--- config.mk ---
export PLATFORM = sky130hd
export DESIGN_NAME = lut_cfg_loader
export DESIGN_NICKNAME = d
export VERILOG_FILES = /design/src/rtl/lut_cfg_loader.sv
export SDC_FILE = /design/constraint.sdc
export NUM_CORES = 1
export LEC_CHECK = 0
export CAP_MARGIN = 20
export CORE_MARGIN = 10
export CORE_UTILIZATION = 48
export CTS_CLUSTER_DIAMETER = 60
export DETAILED_ROUTE_END_ITERATION = 12
export PLACE_DENSITY = 0.75
export SETUP_SLACK_MARGIN = 0.3
export SLEW_MARGIN = 10
export SYNTH_ARGS = -nofsm -noshare
export SYNTH_HDL_FRONTEND = slang
export SYNTH_SLANG_ARGS = --single-unit
--- constraint.sdc ---
create_clock -name cclk -period 1.8 [get_ports cclk]
set_clock_uncertainty 0.1 [all_clocks]
set_input_delay 0.45 -clock cclk [delete_from_list [all_inputs] [get_ports cclk]]
set_output_delay 0.45 -clock cclk [all_outputs]
set_load 0.01 [all_outputs]
--- src/rtl/lut_cfg_loader.sv ---
// -----------------------------------------------------------------------------
// lut_cfg_loader
//
// Word-serial configuration loader for one fracturable LUT pair. A frame of
// NWORDS stream words (LSB-first) is assembled into a CFG_W-bit staging image.
// After the frame has been checked, the image is committed to config_out
// together with a one-cycle cen strobe. A malformed frame sets the sticky err
// flag and never reaches config_out.
//
// Optional feature macro: LUT_CFG_PARITY_EN
//   Defined   : each word accepted in LOAD must satisfy ^{cfg_par, cfg_data} == 0.
//   Undefined : cfg_par is ignored and no parity logic is built.
//
// Ports
//   cclk        in   configuration clock (single domain)
//   rst_n       in   synchronous active-low reset
//   start       in   begin a frame; ignored unless idle
//   cfg_valid   in   stream word valid
//   cfg_ready   out  loader accepts a word this cycle
//   cfg_data    in   stream word [WORD_W-1:0]
//   cfg_last    in   final word of the frame
//   cfg_par     in   even parity over cfg_data
//   cen         out  one-cycle commit strobe to the LUT
//   config_out  out  committed image [CFG_W-1:0]; the MSB is the split bit
//   busy        out  frame in progress (LOAD, COMMIT, DRAIN)
//   done        out  one-cycle pulse in the cycle after cen
//   err         out  sticky framing/parity error; cleared by start
// -----------------------------------------------------------------------------
module lut_cfg_loader #(
    parameter int INPUTS   = 4,
    parameter int MEM_SIZE = 2**INPUTS,
    parameter int CFG_W    = 2*MEM_SIZE+1,
    parameter int WORD_W   = 8,
    parameter int NWORDS   = (CFG_W+WORD_W-1)/WORD_W
) (
    input  logic              cclk,
    input  logic              rst_n,
    input  logic              start,
    input  logic              cfg_valid,
    output logic              cfg_ready,
    input  logic [WORD_W-1:0] cfg_data,
    input  logic              cfg_last,
    input  logic              cfg_par,
    output logic              cen,
    output logic [CFG_W-1:0]  config_out,
    output logic              busy,
    output logic              done,
    output logic              err
);

    localparam int WCNT_W = (NWORDS > 1) ? $clog2(NWORDS) : 1;
    localparam logic [WCNT_W-1:0] LAST_IDX = WCNT_W'(NWORDS-1);

    typedef enum logic [1:0] {
        ST_IDLE   = 2'd0,
        ST_LOAD   = 2'd1,
        ST_COMMIT = 2'd2,
        ST_DRAIN  = 2'd3
    } state_t;

    state_t              state_r;
    state_t              state_nxt_s;

    logic [WCNT_W-1:0]   wcnt_r;
    logic [CFG_W-1:0]    stage_r;
    logic [CFG_W-1:0]    config_r;
    logic                cen_r;
    logic                ready_r;
    logic                busy_r;
    logic                done_r;
    logic                err_r;

    logic [WCNT_W-1:0]   wcnt_nxt_s;
    logic [CFG_W-1:0]    stage_nxt_s;
    logic [CFG_W-1:0]    config_nxt_s;
    logic                cen_nxt_s;
    logic                ready_nxt_s;
    logic                busy_nxt_s;
    logic                done_nxt_s;
    logic                err_nxt_s;

    logic                accept_s;
    logic                final_s;
    logic                par_bad_s;
    logic [CFG_W-1:0]    stage_merge_s;

    assign cfg_ready  = ready_r;
    assign cen        = cen_r;
    assign config_out = config_r;
    assign busy       = busy_r;
    assign done       = done_r;
    assign err        = err_r;

    // ready_r is a registered copy of "state is LOAD or DRAIN", so this is
    // exactly the valid/ready handshake.
    assign accept_s = cfg_valid & ready_r;
    assign final_s  = (wcnt_r == LAST_IDX);

`ifdef LUT_CFG_PARITY_EN
    // Returns 1 when {par, data} does not have even parity.
    function automatic logic parity_bad(input logic par, input logic [WORD_W-1:0] data);
        return ^{par, data};
    endfunction

    assign par_bad_s = parity_bad(cfg_par, cfg_data);
`else
    logic unused_par_s;
    assign unused_par_s = cfg_par;
    assign par_bad_s    = 1'b0;
`endif

    // Staging image with the current word placed at slot wcnt. Word bits that
    // would land at or above CFG_W have no destination and are dropped.
    always_comb begin
        stage_merge_s = stage_r;
        for (int i = 0; i < CFG_W; i++) begin
            if ((i / WORD_W) == int'(wcnt_r)) begin
                stage_merge_s[i] = cfg_data[i % WORD_W];
            end else begin
                stage_merge_s[i] = stage_r[i];
            end
        end
    end

    // FSM state register.
    always_ff @(posedge cclk) begin
        if (!rst_n) begin
            state_r <= ST_IDLE;
        end else begin
            state_r <= state_nxt_s;
        end
    end

    // FSM next-state logic: sequencing and frame checks.
    always_comb begin
        state_nxt_s = state_r;
        case (state_r)
            ST_IDLE: begin
                if (start) begin
                    state_nxt_s = ST_LOAD;
                end else begin
                    state_nxt_s = ST_IDLE;
                end
            end
            ST_LOAD: begin
                if (!accept_s) begin
                    state_nxt_s = ST_LOAD;
                end else if (par_bad_s) begin
                    state_nxt_s = cfg_last ? ST_IDLE : ST_DRAIN;
                end else if (cfg_last && !final_s) begin
                    state_nxt_s = ST_IDLE;
                end else if (final_s) begin
                    state_nxt_s = cfg_last ? ST_COMMIT : ST_DRAIN;
                end else begin
                    state_nxt_s = ST_LOAD;
                end
            end
            ST_COMMIT: begin
                state_nxt_s = ST_IDLE;
            end
            ST_DRAIN: begin
                if (accept_s && cfg_last) begin
                    state_nxt_s = ST_IDLE;
                end else begin
                    state_nxt_s = ST_DRAIN;
                end
            end
            default: begin
                state_nxt_s = ST_IDLE;
            end
        endcase
    end

    // Output and datapath next values. The flags are computed from the next
    // state so that the registered outputs line up with the FSM state.
    // config_out is loaded on the edge that enters COMMIT, so it is already
    // valid while cen is high.
    always_comb begin
        wcnt_nxt_s   = wcnt_r;
        stage_nxt_s  = stage_r;
        config_nxt_s = config_r;
        err_nxt_s    = err_r;
        case (state_r)
            ST_IDLE: begin
                if (start) begin
                    err_nxt_s  = 1'b0;
                    wcnt_nxt_s = {WCNT_W{1'b0}};
                end else begin
                    err_nxt_s  = err_r;
                end
            end
            ST_LOAD: begin
                if (!accept_s) begin
                    wcnt_nxt_s = wcnt_r;
                end else if (par_bad_s) begin
                    err_nxt_s = 1'b1;
                end else if (cfg_last && !final_s) begin
                    err_nxt_s = 1'b1;
                end else if (final_s) begin
                    stage_nxt_s = stage_merge_s;
                    if (cfg_last) begin
                        config_nxt_s = stage_merge_s;
                    end else begin
                        err_nxt_s = 1'b1;
                    end
                end else begin
                    stage_nxt_s = stage_merge_s;
                    wcnt_nxt_s  = wcnt_r + WCNT_W'(1);
                end
            end
            ST_COMMIT: begin
                err_nxt_s = err_r;
            end
            ST_DRAIN: begin
                err_nxt_s = err_r;
            end
            default: begin
                err_nxt_s = err_r;
            end
        endcase

        cen_nxt_s   = (state_nxt_s == ST_COMMIT);
        ready_nxt_s = (state_nxt_s == ST_LOAD) || (state_nxt_s == ST_DRAIN);
        busy_nxt_s  = (state_nxt_s != ST_IDLE);
        done_nxt_s  = (state_r == ST_COMMIT);
    end

    // Datapath and output registers.
    always_ff @(posedge cclk) begin
        if (!rst_n) begin
            wcnt_r   <= {WCNT_W{1'b0}};
            stage_r  <= {CFG_W{1'b0}};
            config_r <= {CFG_W{1'b0}};
            cen_r    <= 1'b0;
            ready_r  <= 1'b0;
            busy_r   <= 1'b0;
            done_r   <= 1'b0;
            err_r    <= 1'b0;
        end else begin
            wcnt_r   <= wcnt_nxt_s;
            stage_r  <= stage_nxt_s;
            config_r <= config_nxt_s;
            cen_r    <= cen_nxt_s;
            ready_r  <= ready_nxt_s;
            busy_r   <= busy_nxt_s;
            done_r   <= done_nxt_s;
            err_r    <= err_nxt_s;
        end
    end

endmodule

### Yosys cells after proc, flatten, opt, wreduce, memory -nomap -nowiden

Index checks and enable logic that the tools add are counted.

* equality and inequality tests: 17
* $add $sub $neg: 1
* mux-type cells: 51
* bitwise logic cells: 3
* reduce and logical (&&, ||, !) cells: 13

Operators by type and width (number)
* 2-to-1 mux 1 bit: 40
* AND reduction 5 bit: 3
* 2-to-1 mux 3 bit: 4
* == test 3 bit (first input constant): 3
* == test 2 bit (second input constant): 4
* 2-to-1 mux 2 bit: 4
* inequality test 2 bit (second input constant): 4
* case mux 2 bit (4 select lines): 1
* inequality test 3 bit (second input constant): 2
* case mux 3 bit (2 select lines): 1
* == test 2 x 1 -> 1 bit (second input constant): 2
* nonzero test 2 bit: 2
* adder 3 x 1 -> 3 bit (second input constant): 1
* == test 2 x 3 -> 1 bit (first input constant): 1
* == test 3 bit (second input constant): 1
* logical NOT 3 bit: 1
* AND reduction 3 bit: 1
* logical AND 1 bit: 2
* logical NOT 2 bit: 1
* inverter 1 bit: 2
* case mux 1 bit (2 select lines): 1
* OR reduction 2 bit: 1
* bitwise AND 1 bit: 1
* logical NOT 1 bit: 1
* logical OR 1 bit: 1

* word-level logic and storage cells: 94
* input bits: 14
* bits in registers: 76
* output and inout bits: 38

### Longest topological paths before layout

Gate-level depths: netlist (run 1).

* word-level depth: 8
* gate-level depth with buffers: 7
* depth with buffers taken out: 5

### Worst setup path after synthesis (run 1)

Ideal clock, no wire load.

* path kind: reg2reg
* start point: reg wcnt_r[0]
* end point: reg stage_r[0]
* arrival: 1.597 ns
* path slack: -0.018 ns
* required time: 1.578 ns
* clock period less this slack: 1.818 ns
* cell stages (with the launch flop): 7
* path buffers: 1
* setup time: 0.122 ns
* cells stage by stage: dfxtp_1 -> inv_1 -> ha_1 -> nand2b_1 -> buf_2 -> mux2_2 -> o311a_1

* word-level cells in the longest chain between the ends: 5
* elaborated cells on any way between the ends: 7
* those cells by class: 1 x eq/ne; 1 x mux; 1 x bitwise; 4 x reduce/logical

RTL lines
* start, declared: RTL line 64 `logic [WCNT_W-1:0] wcnt_r;`
* start signal, assigned: RTL line 231 `wcnt_r <= {WCNT_W{1'b0}};`
* start signal, assigned: RTL line 240 `wcnt_r <= wcnt_nxt_s;`
* == test 3 bit: RTL line 97 `assign final_s = (wcnt_r == LAST_IDX);`
* logical NOT 1 bit: RTL line 197 `end else if (cfg_last && !final_s) begin`
* logical AND 1 bit: RTL line 197
* inverter 1 bit (no source line)
* AND reduction 3 bit (no source line)
* end signal, assigned: RTL line 232 `stage_r <= {CFG_W{1'b0}};`
* end signal, assigned: RTL line 241 `stage_r <= stage_nxt_s;`
* end, declared: RTL line 65 `logic [CFG_W-1:0] stage_r;`

Several ways; a longest one is shown, not always the timed one.
A chain may end at the register's enable or synchronous reset.

### Worst setup path in the final report (run 1)

* start point: reg wcnt_r[0]
* end point: reg config_r[1] (netlist: config_out[1])

* word-level cells in the longest chain between the ends: 5
* elaborated cells on any way between the ends: 7
* those cells by class: 1 x eq/ne; 1 x mux; 1 x bitwise; 4 x reduce/logical

RTL lines
* == test 3 bit: RTL line 97
* logical NOT 1 bit: RTL line 197
* logical AND 1 bit: RTL line 197
* inverter 1 bit (no source line)
* AND reduction 5 bit (no source line)
* end signal, assigned: RTL line 233 `config_r <= {CFG_W{1'b0}};`
* end signal, assigned: RTL line 242 `config_r <= config_nxt_s;`
* end, declared: RTL line 66 `logic [CFG_W-1:0] config_r;`

Several ways; a longest one is shown, not always the timed one.

==> results.py, run 1 <==
metrics = {
    "logic_synthesis": {
        "ys_ff_latch": 75,
        "synth_ff_type": "dfxtp_1",
        "synth_edf_count": 0,
        "yosysWarnings": 0,
        "ys_types": 36,
        "async_flop_share_pct": 0,
        "yosys-top-cells-area": "dfxtp_1, mux2i_1, a211oi_1, a21oi_1, nand2_1",
        "synth_area_leader_cell": "dfxtp_1",
        "synth.avg_cell_area_sq_um": 10.05,
        "synth_top_area_share_pct": 45.27,
        "synth_area_sq_mm": 0.003317,
        "synth_cells": 330,
        "ys_seq_area_share_pct": 45.27,
        "synth_fp_nets": 349,
    },
    "min_path": {
        "holdPathStages": 2,
        "min_to": "stage_r[8]",
        "hp-start": "stage_r[8]",
        "worst_hold_path_type": "reg2reg",
    },
    "detailed_routing": {
        "highest_layer": "met4",
        "drt-total-wl_mm": 9.921,
        "drt_iter0_markers": 225,
        "vias": 2916,
        "wl_met3_um": 733,
        "drc_errors": 0,
        "via_per_inst": 5.867,
        "wl_met2_mm": 4.854,
        "wl_met1_mm": 4.143,
        "ant_nets": 0,
        "wl_per_cell_um": 19.96,
        "firstDrtPassIters": 4,
    },
    "worst_setup_path": {
        "r2r_setup_slack_ps": 190,
        "path_depth": 5,
        "required_ps": 1950,
        "arrival_ps": 1760,
        "r2r_cells": 5,
        "cp_cell_sequence": "inv_4 > ha_4 > nand2b_4 > mux2_4 > o311a_1",
        "path_class": "reg2reg",
        "startpoint_type": "register",
        "worst_r2r_endpoint": "config_out[1]",
        "path_delay_family": "flip-flops",
        "critPathBufInv": 1,
        "r2r_start": "wcnt_r[0]",
        "slowest_delay_ps": 370,
        "crit_slowest_cell": "dfxtp_4",
        "cp-end-kind": "register",
        "cp_max_fo": 6,
    },
    "floorplanning": {
        "core_sq_mm": 0.006756,
        "ioPinCount": 52,
        "start_util_pct": 49.09,
        "die_w_um": 103.1,
        "row_count": 30,
        "die_h_um": 103.1,
        "fp.dieArea_sq_mm": 0.01064,
    },
    "outcome": {
        "outcome": "finished clean",
    },
    "timing": {
        "slew_violations": 0,
        "whs_ps": 364.3,
        "final-setup-viol-count": 0,
        "relSlewSlack_pct": 76.68,
        "period_share_pct": 89.42,
        "finalHoldViolations": 0,
        "rsz0062_at_grt": "yes",
        "fin_ws_ps": 190.4,
        "period_needed_ps": 1610,
        "tightest_slew_ps": 348.7,
        "max_freq_mhz": 621.3,
    },
    "place": {
        "place.gp.congestion": 0.8846,
        "port_buffers": 50,
        "pre_cts_slack_ps": -254.4,
        "dp_hpwl_mm": 6.222,
    },
    "clock_tree": {
        "htree_levels": 3,
        "cts_tree": "built",
        "ctsHoldBuffers": 0,
        "clock_latency_ps": 370,
        "cts-root-buf": "clkbuf_8",
        "path_clk_slew_ps": 80,
        "cts-buffers-inserted": 9,
        "clock_sinks": 75,
        "clockBufferDepth": 2,
    },
    "layout": {
        "final_nets": 431,
        "multi_input_area_sq_mm": 0.001917,
        "antenna_cells": 0,
        "areaGrowthSynthToFinish_pct": 41.61,
        "fillerInstances": 488,
        "drive_above_1_share_pct": 42.69,
        "register_area_sq_mm": 0.001531,
    },
    "power": {
        "power_density_mw_per_mm2": 725.8,
        "p_leak_nw": 1.966,
        "finalPower_mw": 3.409,
        "ir_drop_v": 0.0004686,
    },
    "flow_run": {
        "maxCapViolCount": 0,
    },
    "global_route": {
        "grt_remaining_overflow": 0,
        "grt_pass1_wl_mm": 14.39,
        "grt_usage_pct": 17.66,
        "grt_max_degree": 35,
        "grt_pass1_vias": 2771,
        "antenna_found_initial": 0,
    },
}
-- layout make-up --
cell class                      count  share of cell area [%]
Clock buffer                       11                   3.010
Tap cell                           80                   2.131
Timing Repair Buffer              100                   19.21
Multi-Input combinational cell    222                   40.81
Sequential cell                    75                   32.61
Inverter                            4                  0.4262
Clock inverter                      5                   1.811
-- cell families (layout without fill, tap and decap cells) --
kind of cell / count (synthesis) / in the layout / share of synthesized area [%]
DFF: 75 / 75 / 45.27
buffers and inverters: 33 / 120 / 4.903
adders and majority gates: 5 / 5 / 1.886
and+or+nand+nor: 68 / 68 / 11.24
muxes: 63 / 63 / 19.16
AOI/OAI and AO/OA: 86 / 86 / 17.54
-- cells in the mapped netlist (2+ instances only) --
cell type,number
o311a_1,8
mux2i_1,59
and4b_1,2
mux2_2,4
nor3b_1,2
dfxtp_1,75
nor2_1,3
inv_1,3
a21o_1,8
o21ai_0,2
ha_1,5
nand2_1,41
nand3_1,5
nand3b_1,2
nand2b_1,3
a211oi_1,28
buf_4,6
a21oi_1,35
clkbuf_1,9
buf_2,13
nor3_4,2
-- worst max path at each step --
stage               from            end  slack, ps
2_1_floorplan  wcnt_r[1]     stage_r[0]        220
3_3_place_gp    cfg_last    stage_r[21]       -220
3_5_place_dp   cfg_valid     stage_r[9]       -250
4_1_cts        wcnt_r[0]            cen        180
5_1_grt        wcnt_r[0]     stage_r[7]        130
6_report       wcnt_r[0]  config_out[1]        190
-- stage by stage --
step	std cells	instance area (sq um)	util [%]	TNS (ps)
after global placement	468	4160	61.57	-9181
after CTS	487	4471	66.17	0
final	497	4697	69.52	0
after detailed placement	468	4160	61.57	-10200
after floorplan	330	3374	-	0
after global routing	497	4697	69.52	0
-- power breakdown --
part	leakage, nW	internal, mW	switching, mW
clock	0.110	0.826	0.656
sequential	0.614	1.66	0.0126
combinational	1.24	0.106	0.145
-- per-layer routing --
metal  GRT usage, %  up-vias
met1          21.73     1450
li1               -     1366
met2          28.08       84
met5              0        -
met3          5.027       16
met4          7.807        0
-- sequential cells by signal, summed over array words and instances, names as in the netlist --
register and count:
err 1, cen 1, stage_r 32, state_r 2, done 1, busy 1, config_out 33, wcnt_r 3
cfg_ready 1
-- tightest hold or removal path, stage by stage, from the launching register on --
cell and delay, ps:
dfxtp_1 310, nand2_1 50, mux2i_1 50
-- layout by cell type (no fill, tap or decap), types with 2 or more instances in the layout --
cell,count
mux2i_1,57
dfxtp_1,57
nand2_1,41
buf_4,34
clkbuf_2,22
a21oi_2,18
a211oi_2,17
a21oi_1,15
dfxtp_2,15
a211oi_1,11
clkbuf_8,10
clkdlybuf4s50_1,10
a21o_1,8
o311a_1,8
buf_2,7
buf_12,7
clkdlybuf4s15_2,6
buf_6,5
nand3_1,4
mux2_4,4
nor2_1,3
nor3_4,3
ha_1,3
dfxtp_4,3
clkbuf_16,3
clkdlybuf4s15_1,3
inv_4,2
nand3b_1,2
nor3b_1,2
o21ai_0,2
nand3_4,2
a21oi_4,2
nand2b_1,2
mux2i_2,2
bufinv_16,2
dlygate4sd2_1,2
-- repair_timing --
action,in CTS,in global routing
buffers inserted,3,5
cloned,0,5
hold endpoints to repair,0,0
setup endpoints to repair,109,104
pin swaps,11,34
gates resized for setup,103,95
(Power assumes the default switching activity.)
==> run 2: changes to the inputs <==
CAP_MARGIN = 10   (was 20)
CELL_PAD_IN_SITES_DETAIL_PLACEMENT = 0   (was default)
CELL_PAD_IN_SITES_GLOBAL_PLACEMENT = 1   (was default)
CORE_UTILIZATION = 37   (was 48)
PLACE_DENSITY = default   (was 0.75)
PLACE_DENSITY_LB_ADDON = 0.1   (was default)
==> results.py, run 2 (same netlist as run 1, synthesis figures left out) <==
metrics = {
    "worst_setup_path": {
        "arrival_ps": 1820,
        "startpoint_type": "register",
        "path_class": "reg2reg",
        "cp-end-kind": "register",
        "cp_max_fo": 8,
        "r2r_cells": 7,
        "required_ps": 2000,
    },
    "timing": {
        "rsz0062_at_grt": "yes",
        "max_freq_mhz": 615.7,
        "fin_ws_ps": 175.7,
        "finalHoldViolations": 0,
        "slew_violations": 0,
        "final-setup-viol-count": 0,
        "tightest_slew_ps": 363.5,
        "whs_ps": 361.9,
        "tns_ps": 0,
        "relSlewSlack_pct": 75.69,
        "period_needed_ps": 1624,
        "period_share_pct": 90.24,
    },
    "floorplanning": {
        "fp.dieArea_sq_mm": 0.01315,
        "core_sq_mm": 0.008721,
        "die_h_um": 114.7,
        "start_util_pct": 38.03,
        "ioPinCount": 52,
        "die_w_um": 114.7,
        "row_count": 34,
    },
    "global_route": {
        "grt_max_degree": 36,
        "grt_remaining_overflow": 0,
        "grt_usage_pct": 15.36,
        "grt_pass1_vias": 2810,
        "antenna_found_initial": 0,
        "grt_pass1_wl_mm": 15.73,
    },
    "detailed_routing": {
        "wl_per_cell_um": 19.02,
        "wl_met1_mm": 4.780,
        "drt-total-wl_mm": 9.986,
        "highest_layer": "met4",
        "ant_nets": 0,
        "via_per_inst": 5.284,
        "wl_met2_mm": 4.593,
        "drc_errors": 0,
        "drt_iter0_markers": 97,
        "vias": 2774,
        "firstDrtPassIters": 4,
        "wl_met3_um": 472,
    },
    "clock_tree": {
        "clockBufferDepth": 2,
        "path_clk_slew_ps": 90,
        "cts-buffers-inserted": 9,
        "htree_levels": 3,
        "cts_tree": "built",
        "clock_sinks": 75,
        "clock_latency_ps": 360,
        "cts-root-buf": "clkbuf_8",
    },
    "place": {
        "pre_cts_slack_ps": -265.0,
        "dp_hpwl_mm": 6.620,
        "place.gp.congestion": 0.7733,
        "port_buffers": 50,
    },
    "layout": {
        "antenna_cells": 0,
        "final_cell_mix": "mux2i_1, dfxtp_1, nand2_1, buf_4, dfxtp_2",
        "multi_input_area_sq_mm": 0.001869,
        "fin_util_pct": 54.95,
        "drive_above_1_share_pct": 42.93,
        "final_common_cell": "mux2i_1",
        "largest_reg_flops": 33,
        "final_nets": 432,
        "areaGrowthSynthToFinish_pct": 44.47,
        "fillerInstances": 804,
        "register_area_sq_mm": 0.001549,
    },
    "flow_run": {
        "maxCapViolCount": 0,
    },
    "min_path": {
        "holdPathStages": 2,
        "worst_hold_path_type": "reg2reg",
    },
    "power": {
        "power_density_mw_per_mm2": 706.1,
        "ir_drop_v": 0.0003512,
        "p_leak_nw": 1.959,
    },
    "outcome": {
        "outcome": "finished clean",
    },
}
[run 2: cell count changes in the layout (fill, tap and decap cells not counted), sizes merged]
cell and delta:
buf +9, clkbuf -22, clkdlybuf4s15 +13, clkinv +1
clkinvlp -1, dlygate4sd2 -1, inv +1
[run 2: repair_timing]
item / 4_1_cts / 5_1_grt
endpoints found under the setup margin: 109 / 103
pin swaps: 22 / 12
gates cloned: 2 / 0
gates resized for setup: 147 / 63
hold buffers: 0 / 0
setup buffers: 5 / 5
[run 2: final timing paths]
kind	startpoint	end	slack, ps
setup / recovery	wcnt_r[0]	config_out[2]	180
hold / removal	stage_r[10]	stage_r[10]	360
setup reg to reg	wcnt_r[0]	config_out[2]	180
hold reg to reg	stage_r[10]	stage_r[10]	360
[run 2: cell type report]
| type | count | share of cell area (%) |
|---|---|---|
| multi-input cells | 222 | 39.01 |
| flip-flops and latches | 75 | 32.32 |
| repair buffers | 101 | 21.02 |
| well taps | 108 | 2.820 |
| clock buffers | 9 | 2.585 |
| clock inverters | 6 | 1.828 |
| inverters | 4 | 0.4178 |
[run 2: power by group]
group | internal, mW | switching [mW]
clock network | 0.778 | 0.670
registers | 1.66 | 0.0126
logic | 0.113 | 0.146
total | 2.55 | 0.829
[run 2: stage by stage]
| step | instance area (sq um) | power (mW) | instances |
|---|---|---|---|
| after floorplan | 3374 | 1.825 | 330 |
| after global placement | 4248 | 1.961 | 498 |
| after detailed placement | 4248 | 1.963 | 498 |
| after CTS | 4733 | 3.404 | 520 |
| after global routing | 4792 | 3.497 | 525 |
| final | 4792 | 3.384 | 525 |
[run 2: worst max-delay path: stages, from the launching register on]
cell     delay (ps)
dfxtp_4         370
inv_4            70
ha_4            180
and4b_4         330
buf_6           130
buf_16          130
a21o_1          110
o311a_1         150
[run 2: per-layer routing]
metal  GRT usage [%]  vias to the layer above
li1                -                     1361
met1           20.54                     1351
met2           22.99                       50
met3           3.774                       12
met4           6.266                        0
met5               0                        -
==> run 3: changes to the inputs <==
--- a/config.mk
+++ b/config.mk
@@ -20 +20,2 @@
 export SYNTH_SLANG_ARGS = --single-unit
+export TNS_END_PERCENT = 20
--- a/constraint.sdc
+++ b/constraint.sdc
@@ -4,2 +4,2 @@
 set_output_delay 0.45 -clock cclk [all_outputs]
-set_load 0.01 [all_outputs]
+set_load 0.05 [all_outputs]
==> results.py, run 3 (same netlist as run 1, synthesis figures left out) <==
metrics = {
    "outcome": {
        "outcome": "finished clean",
    },
    "layout": {
        "antenna_cells": 0,
        "final_common_cell": "dfxtp_1",
        "final_cell_mix": "dfxtp_1, mux2i_1, buf_12, nand2_1, a21oi_1",
        "fillerInstances": 777,
        "drive_above_1_share_pct": 30.52,
        "final_nets": 418,
        "areaGrowthSynthToFinish_pct": 47.04,
        "register_area_sq_mm": 0.001511,
        "largest_reg_flops": 33,
        "final_cells": 511,
        "multi_input_area_sq_mm": 0.001733,
    },
    "timing": {
        "relSlewSlack_pct": 73.05,
        "final-setup-viol-count": 0,
        "finalHoldViolations": 0,
        "max_freq_mhz": 633.3,
        "tightest_slew_ps": 401.9,
        "rsz0062_at_grt": "yes",
        "slew_violations": 0,
        "fin_ws_ps": 220.9,
        "period_share_pct": 87.73,
        "period_needed_ps": 1579,
        "tns_ps": 0,
    },
    "clock_tree": {
        "clock_sinks": 75,
        "cts-buffers-inserted": 9,
        "cts_tree": "built",
        "path_clk_slew_ps": 80,
        "cts-root-buf": "clkbuf_8",
        "htree_levels": 3,
        "clock_latency_ps": 350,
        "clockBufferDepth": 2,
        "ctsHoldBuffers": 0,
    },
    "detailed_routing": {
        "drt-total-wl_mm": 9.474,
        "drc_errors": 0,
        "firstDrtPassIters": 4,
        "vias": 2712,
        "via_per_inst": 5.307,
        "ant_nets": 0,
        "drt_iter0_markers": 66,
        "wl_per_cell_um": 18.54,
    },
    "floorplanning": {
        "die_w_um": 114.7,
        "start_util_pct": 38.03,
        "ioPinCount": 52,
        "die_h_um": 114.7,
        "row_count": 34,
        "fp.dieArea_sq_mm": 0.01315,
        "core_sq_mm": 0.008721,
    },
    "min_path": {
        "worst_hold_path_type": "reg2reg",
        "holdPathStages": 2,
    },
    "place": {
        "port_buffers": 50,
        "dp.cells": 494,
        "dp_hpwl_mm": 6.696,
        "pre_cts_slack_ps": -262.7,
        "place.gp.congestion": 0.7645,
    },
    "global_route": {
        "grt_util_met2_pct": 22.95,
        "grt_usage_pct": 14.91,
        "use_met3_pct": 4.665,
        "grt_pass1_vias": 2813,
        "use_met1_pct": 19.07,
        "grt_pass1_wl_mm": 15.40,
        "grt_remaining_overflow": 0,
        "antenna_found_initial": 0,
        "grt_max_degree": 24,
        "top_usage_layer": "met2",
    },
    "worst_setup_path": {
        "crit_end": "config_out[2]",
        "cp-end-kind": "register",
        "worst_r2r_endpoint": "config_out[2]",
        "r2r_start": "wcnt_r[1]",
        "required_ps": 1940,
        "arrival_ps": 1710,
        "r2r_cells": 5,
        "r2r_setup_slack_ps": 220,
        "path_class": "reg2reg",
        "worstSetupStartpoint": "wcnt_r[1]",
        "cp_max_fo": 7,
        "startpoint_type": "register",
    },
    "power": {
        "ir_drop_v": 0.0003884,
        "p_leak_nw": 1.964,
        "power_density_mw_per_mm2": 654.8,
        "finalPower_mw": 3.193,
    },
    "flow_run": {
        "maxCapViolCount": 0,
    },
}
-- run 3: changes by cell type in the layout (fill, tap and decap cells not counted), sizes merged --
cell	previous run	this run
bufinv	2	1
clkbuf	14	9
inv	5	3
clkinvlp	0	1
bufbuf	0	1
clkinv	3	5
clkdlybuf4s15	22	0
buf	63	74
dlygate4sd2	1	2
-- run 3: worst min path at each step --
stage / start / to
final: stage_r[12] / stage_r[12]
after global routing: stage_r[4] / stage_r[4]
after CTS: stage_r[12] / stage_r[12]
after detailed placement: stage_r[11] / stage_r[11]
after global placement: stage_r[4] / stage_r[4]
after floorplan: stage_r[10] / stage_r[10]
-- run 3: critical path, cell delays in order, from the launching register on --
cell and delay [ps]:
dfxtp_2 370, inv_2 60, ha_4 190, nand2b_4 130
mux2_4 330, o311a_1 290
-- run 3: stage by stage --
| step | hold WS, ps | util [%] | area, sq um |
|---|---|---|---|
| floorplan | 334.4 | - | 3373 |
| global placement | 342.0 | 52.68 | 4594 |
| detailed placement | 346.2 | 52.68 | 4594 |
| CTS | 361.6 | 55.64 | 4852 |
| global route | 373.8 | 55.93 | 4877 |
| finish | 357.1 | 55.93 | 4877 |
-- run 3: layout make-up --
type | instances | share of cell area [%]
clock buffers | 9 | 2.540
flip-flops and latches | 75 | 30.99
clock inverters | 6 | 1.180
multi-input cells | 222 | 35.53
well taps | 108 | 2.771
inverters | 4 | 0.3079
repair buffers | 87 | 26.68
-- run 3: per-layer routing --
metal  vias up  wire length [um]
met5         -                 0
met4         0               135
met3        11               427
met2        45              4368
met1      1314              4543
li1       1342                 -
-- run 3: repair_timing --
action | in CTS | in global routing
hold endpoints to repair | 0 | 0
endpoints found under the setup margin | 71 | 74
setup buffers | 1 | 0
pin swaps | 2 | 2
resized for setup | 13 | 8
gates cloned | 1 | 0
-- run 3: where the power goes --
| group | internal, mW | switching, mW | leakage (nW) |
|---|---|---|---|
| clock network | 0.623 | 0.624 | 0.0946 |
| logic | 0.117 | 0.150 | 1.26 |
| registers | 1.67 | 0.0120 | 0.608 |
| total | 2.41 | 0.786 | 1.96 |
